**src/rtl/mem_access_unit.sv**
```systemverilog
// mem_access_unit: load/store unit with sub-word read-modify-write to a synchronous data RAM.
module mem_access_unit #(
  parameter int ADDR_W = 14
) (
  input  logic              clock,
  input  logic              reset,
  input  logic              req,
  input  logic [5:0]        opcode,
  input  logic [31:0]       addr,
  input  logic [31:0]       wdata_in,
  output logic [31:0]       mem_data,
  output logic              busy,
  output logic              done,
  output logic              err,
  output logic [ADDR_W-1:0] ram_addr,
  output logic              ram_we,
  output logic [31:0]       ram_wdata,
  input  logic [31:0]       ram_rdata
);
  typedef enum logic [2:0] {IDLE, READ, WAIT, WRITE, DONE} state_t;
  state_t      state_q, state_d;
  logic [5:0]  op_q, op_d;
  logic [31:0] addr_q, addr_d, wdata_q, wdata_d, word_q, word_d, mem_data_q, mem_data_d;
  logic        busy_q, busy_d, done_q, done_d, err_q, err_d, we_q, we_d;
  logic        legal, bad;
  logic [4:0]  lane, hsh;
  logic [31:0] rd_b, rd_h, ld_v, mask, ins;
  // op[1:0] encodes size (00 byte, 01 half, 11 word), op[2] unsigned, op[3] store
  always_comb begin
    legal = opcode inside {6'b100000, 6'b100001, 6'b100011, 6'b100100, 6'b100101,
                           6'b101000, 6'b101001, 6'b101011};
    bad = !legal || (opcode[1:0] == 2'b01 && addr[0]) || (opcode[1:0] == 2'b11 && addr[1:0] != 2'b00);
    lane = {addr_q[1:0], 3'b000};
    hsh = {addr_q[1], 4'b0000};
    rd_b = ram_rdata >> lane;
    rd_h = ram_rdata >> hsh;
    ld_v = op_q[1:0] == 2'b11 ? ram_rdata
         : op_q[0] ? {{16{!op_q[2] && rd_h[15]}}, rd_h[15:0]}
         : {{24{!op_q[2] && rd_b[7]}}, rd_b[7:0]};
    mask = op_q[0] ? 32'h0000FFFF << hsh : 32'h000000FF << lane;
    ins = op_q[0] ? {16'b0, wdata_q[15:0]} << hsh : {24'b0, wdata_q[7:0]} << lane;
    state_d = state_q;
    op_d = op_q;
    addr_d = addr_q;
    wdata_d = wdata_q;
    word_d = word_q;
    mem_data_d = mem_data_q;
    err_d = err_q;
    case (state_q)
      IDLE: if (req) begin
        op_d = opcode;
        addr_d = addr;
        wdata_d = wdata_in;
        err_d = bad;
        state_d = bad ? DONE : opcode == 6'b101011 ? WRITE : READ;
      end
      READ: state_d = WAIT;
      WAIT: if (op_q[3]) begin
        word_d = (ram_rdata & ~mask) | ins;
        state_d = WRITE;
      end else begin
        mem_data_d = ld_v;
        state_d = DONE;
      end
      WRITE: state_d = DONE;
      DONE: begin
        err_d = 1'b0;
        state_d = IDLE;
      end
      default: state_d = IDLE;
    endcase
    busy_d = state_d != IDLE;
    done_d = state_d == DONE;
    we_d = state_d == WRITE;
  end
  always_ff @(posedge clock) begin
    if (reset) begin
      state_q <= IDLE;
      op_q <= '0;
      addr_q <= '0;
      wdata_q <= '0;
      word_q <= '0;
      mem_data_q <= '0;
      busy_q <= 1'b0;
      done_q <= 1'b0;
      err_q <= 1'b0;
      we_q <= 1'b0;
    end else begin
      state_q <= state_d;
      op_q <= op_d;
      addr_q <= addr_d;
      wdata_q <= wdata_d;
      word_q <= word_d;
      mem_data_q <= mem_data_d;
      busy_q <= busy_d;
      done_q <= done_d;
      err_q <= err_d;
      we_q <= we_d;
    end
  end
  assign mem_data = mem_data_q;
  assign busy = busy_q;
  assign done = done_q;
  assign err = err_q;
  assign ram_addr = addr_q[ADDR_W+1:2];
  assign ram_we = we_q && !reset;
  assign ram_wdata = op_q[1:0] == 2'b11 ? wdata_q : word_q;
endmodule

```
**config.mk**
```make
export PLATFORM = sky130hd
export DESIGN_NAME = mem_access_unit
export DESIGN_NICKNAME = d
export VERILOG_FILES = /design/src/rtl/mem_access_unit.sv
export SDC_FILE = /design/constraint.sdc
export NUM_CORES = 1
export LEC_CHECK = 0
export ABC_CLOCK_PERIOD_IN_PS = 1800
export CAP_MARGIN = 25
export CORE_ASPECT_RATIO = 0.75
export CORE_MARGIN = 4
export CORE_UTILIZATION = 46
export DETAILED_ROUTE_END_ITERATION = 10
export GPL_ROUTABILITY_DRIVEN = 0
export PLACE_DENSITY_LB_ADDON = 0.1
export REMOVE_ABC_BUFFERS = 1
export SYNTH_ARGS = -nofsm -noshare
export SYNTH_HDL_FRONTEND = slang
export SYNTH_SLANG_ARGS = --single-unit
```
**constraint.sdc**
```tcl
create_clock -name clock -period 1.8 [get_ports clock]
set_input_delay 0.36 -clock clock [delete_from_list [all_inputs] [get_ports clock]]
set_output_delay 0.36 -clock clock [all_outputs]
set_load 0.05 [all_outputs]
```
==> results.json <==
{
  "placedInstanceArea_um2": 8089,
  "setup_viol": 29,
  "r2r_cells": 4,
  "worstPathRequired_ps": 1440,
  "status": "finished, violations left",
  "cts_tree": "yes",
  "root_buffer": "clkbuf_16",
  "min_path_cells": 2,
  "ys_warn_count": 0,
  "ant_nets": 0,
  "post_cts_buffers": 0,
  "vias_per_cell": 5.687,
  "cap_violations": 0,
  "antenna_found_initial": 0,
  "insertion_delay_ps": 420,
  "fill_cells": 924,
  "drt_wl_total_um": 20490,
  "avgSynthCellArea_um2": 7.639,
  "h-tree-depth": 4,
  "critical_path.max_fanout": 15,
  "skew_ps": 9.837,
  "p_leak_nw": 3.613,
  "path_buf_inv": 2,
  "holdCritPathClass": "in2reg",
  "cpMostUsedCell": "buf_12",
  "final-max-slew-violation-count": 0,
  "worst_pin_slew_ps": 664.1,
  "path_delay_family": "flip-flops",
  "finalHoldViolCount": 0,
  "r2r_setup_slack_ps": 70,
  "grt_usage": 0.2731,
  "rsz0062_at_grt": "true",
  "final_nets": 1037,
  "utilization": 0.7318,
  "post_drt_wl_per_cell_um": 18.44,
  "fin_crit_ps": 1864,
  "die_x_um": 137.0,
  "worst_setup_path_end_kind": "primary output",
  "setup_ws_ps": -64.35,
  "yosysTopAreaCell": "dfxtp_1",
  "hold_end": "op_q[0]",
  "clk_pin_slew_ps": 60,
  "remaining_drc_errors": 0,
  "synth_top_area_share": 0.4292,
  "synth_top_flop_cell": "dfxtp_1",
  "vias": 6318,
  "multi_input_area_um2": 3074,
  "first_pass_iters": 5,
  "port_buffers": 170,
  "slew_headroom": 0.5556,
  "antenna-diode-count": 0,
  "ir_worst_vdd_mv": 0.7675,
  "hp-start": "reset",
  "netlist_area_um2": 5737,
  "cts.sinks": 123,
  "regToRegStartpoint": "state_q[0]",
  "cp-start-kind": "flip-flop",
  "worstPathArrival_ps": 1500,
  "place_hpwl_um": 13850,
  "synthesis.instances": 751,
  "fin_area_um2": 8974,
  "synth.distinct_cells": 41,
  "numCtsBuffers": 17,
  "synthTopCellsByArea": "dfxtp_1 (43%), nand2_1 (16%), a21oi_1 (9.7%), mux4_2 (3.1%), clkbuf_1 (2.7%)",
  "pwr_density_cell_nw_per_um2": 828.2,
  "r2r_end": "mem_data[10]",
  "grt_overflow": 0,
  "cp_slowest_cell": "dfxtp_4",
  "drtIter0Drc": 632,
  "async_flop_share": 0,
  "num_io_pins": 187,
  "grt_pass1_wl_um": 31100,
  "start_util": 0.4679,
  "crit_chain": "and2_4 -> buf_12 -> nand2_1 -> nand2_2 -> buf_12",
  "period_share": 1.036,
  "rows": 35,
  "drive_gt1_frac": 0.2550,
  "crit_type": "reg2out",
  "dieArea_um2": 14340,
  "core_um2": 12260,
  "die_h_um": 104.7,
  "hold_buffers": 0,
  "first_global_vias": 6238,
  "synth-seq-cells": 123,
  "seqCellArea_um2": 2471,
  "grt_max_degree": 85,
  "critPathMaxStageDelay_ps": 410,
  "timing.fmax_mhz": 536.4,
  "synth.yosys.seq_area_share": 0.4292,
  "area_growth_pct": 56.42,
  "violations": "negative setup slack",
  "synth_edf_count": 0,
  "clk_path_buf_depth": 2
}
==> area by class of cell <==
type,count,share of cell area
Clock buffer,19,0.04936
Inverter,11,0.004601
Timing Repair Buffer,236,0.2890
Multi-Input combinational cell,543,0.3426
Clock inverter,13,0.01590
Tap cell,166,0.02315
Sequential cell,123,0.2754
==> power breakdown <==
| part | leakage (nW) | internal, mW | total, mW | switching, mW |
|---|---|---|---|---|
| Clock | 0.284 | 2.08 | 3.38 | 1.30 |
| Combinational | 2.33 | 0.522 | 1.16 | 0.638 |
| Sequential | 1.00 | 2.82 | 2.89 | 0.0738 |
==> worst max path at each step <==
stage	startpoint	end	cells after the start
after floorplan	state_q[2]	busy	4
after global placement	ram_rdata[23]	mem_data[14]	5
after detailed placement	ram_rdata[15]	mem_data[14]	5
after CTS	op_q[1]	ram_wdata[11]	5
after global routing	op_q[1]	ram_wdata[7]	5
final	op_q[1]	ram_wdata[7]	5
==> cells by family after synthesis <==
logic type / count (synthesis) / share of synthesized area
and+or+nand+nor: 320 / 0.2290
muxes: 18 / 0.04907
AOI/OAI and AO/OA: 205 / 0.2216
buffers and inverters: 85 / 0.07110
DFF: 123 / 0.4292
==> per-stage QoR <==
step	TNS, ps	cells	hold slack (ps)	power (mW)	setup WS [ps]
6_report	-906.6	1111	306.0	7.432	-64.35
5_1_grt	-2574	1111	329.4	7.702	-112.7
4_1_cts	-811.9	1108	288.6	7.429	-47.79
3_5_place_dp	-5822	1075	446.6	4.059	-222.5
3_3_place_gp	-4157	1075	439.5	4.031	-197.5
2_1_floorplan	-258950	677	426.0	3.442	-3610
==> Yosys cell counts (2+ instances only) <==
cell	n
a311oi_1	8
a211oi_1	9
a2bb2oi_1	8
mux2i_1	9
and2_1	2
nor3_1	2
dfxtp_1	123
o21ai_0	29
a311o_1	7
a22o_1	7
nand2b_1	7
clkbuf_1	41
mux4_2	8
a21o_1	3
buf_6	2
o221ai_1	16
inv_1	10
nand3b_1	2
nand3_1	16
a21oi_1	111
nand2_1	247
a31o_2	2
buf_4	15
nor2b_1	4
buf_1	2
nor2_1	33
buf_2	14
==> placed cells by master (no fill, tap or decap), types with 2 or more instances in the layout <==
master,count
o21ai_0,21
nand2b_1,7
mux4_2,8
a31o_2,2
nand3_1,16
inv_6,2
a311o_1,7
nand2_2,27
buf_4,101
a21oi_1,111
nor3_1,2
nand2_1,217
clkinvlp_4,2
a21o_1,3
a311oi_1,8
o21ai_4,8
nand2_4,2
inv_1,10
nand3b_1,2
mux2i_1,9
clkinv_2,3
o221ai_1,16
dfxtp_4,2
clkdlybuf4s50_1,87
clkinv_4,4
dfxtp_1,120
a2bb2oi_1,8
a22o_1,7
nor2b_1,4
bufinv_16,2
clkbuf_16,19
buf_12,43
a211oi_1,9
nor4b_2,2
nor2_1,32
==> flip-flops by register name, indices dropped and copies added, names as in the netlist, 3 cells and up <==
| register | flops |
|---|---|
| mem_data | 32 |
| state_q | 3 |
| wdata_q | 32 |
| word_q | 32 |
| op_q | 4 |
| addr_q | 16 |
==> layer usage <==
| layer | vias up | global-route usage | wire, um |
|---|---|---|---|
| met3 | 67 | 0.06208 | 1581 |
| met2 | 309 | 0.4661 | 10280 |
| met1 | 3004 | 0.3316 | 8034 |
| met5 | - | 0 | 0 |
| met4 | 0 | 0.1068 | 588 |
| li1 | 2938 | - | - |
==> worst reg2reg max path, cell delays in order (launching register included) <==
cell and delay (ps):
dfxtp_1 400, or4b_1 550, buf_12 200, nor3_4 330, a22o_1 200
==> what timing repair did <==
item | in CTS | in global routing
pin swaps | 0 | 2
gates resized for setup | 46 | 23
cloned | 1 | 3
endpoints found under the setup margin | 40 | 35
Note: power is estimated with default switching activity, not from simulation.
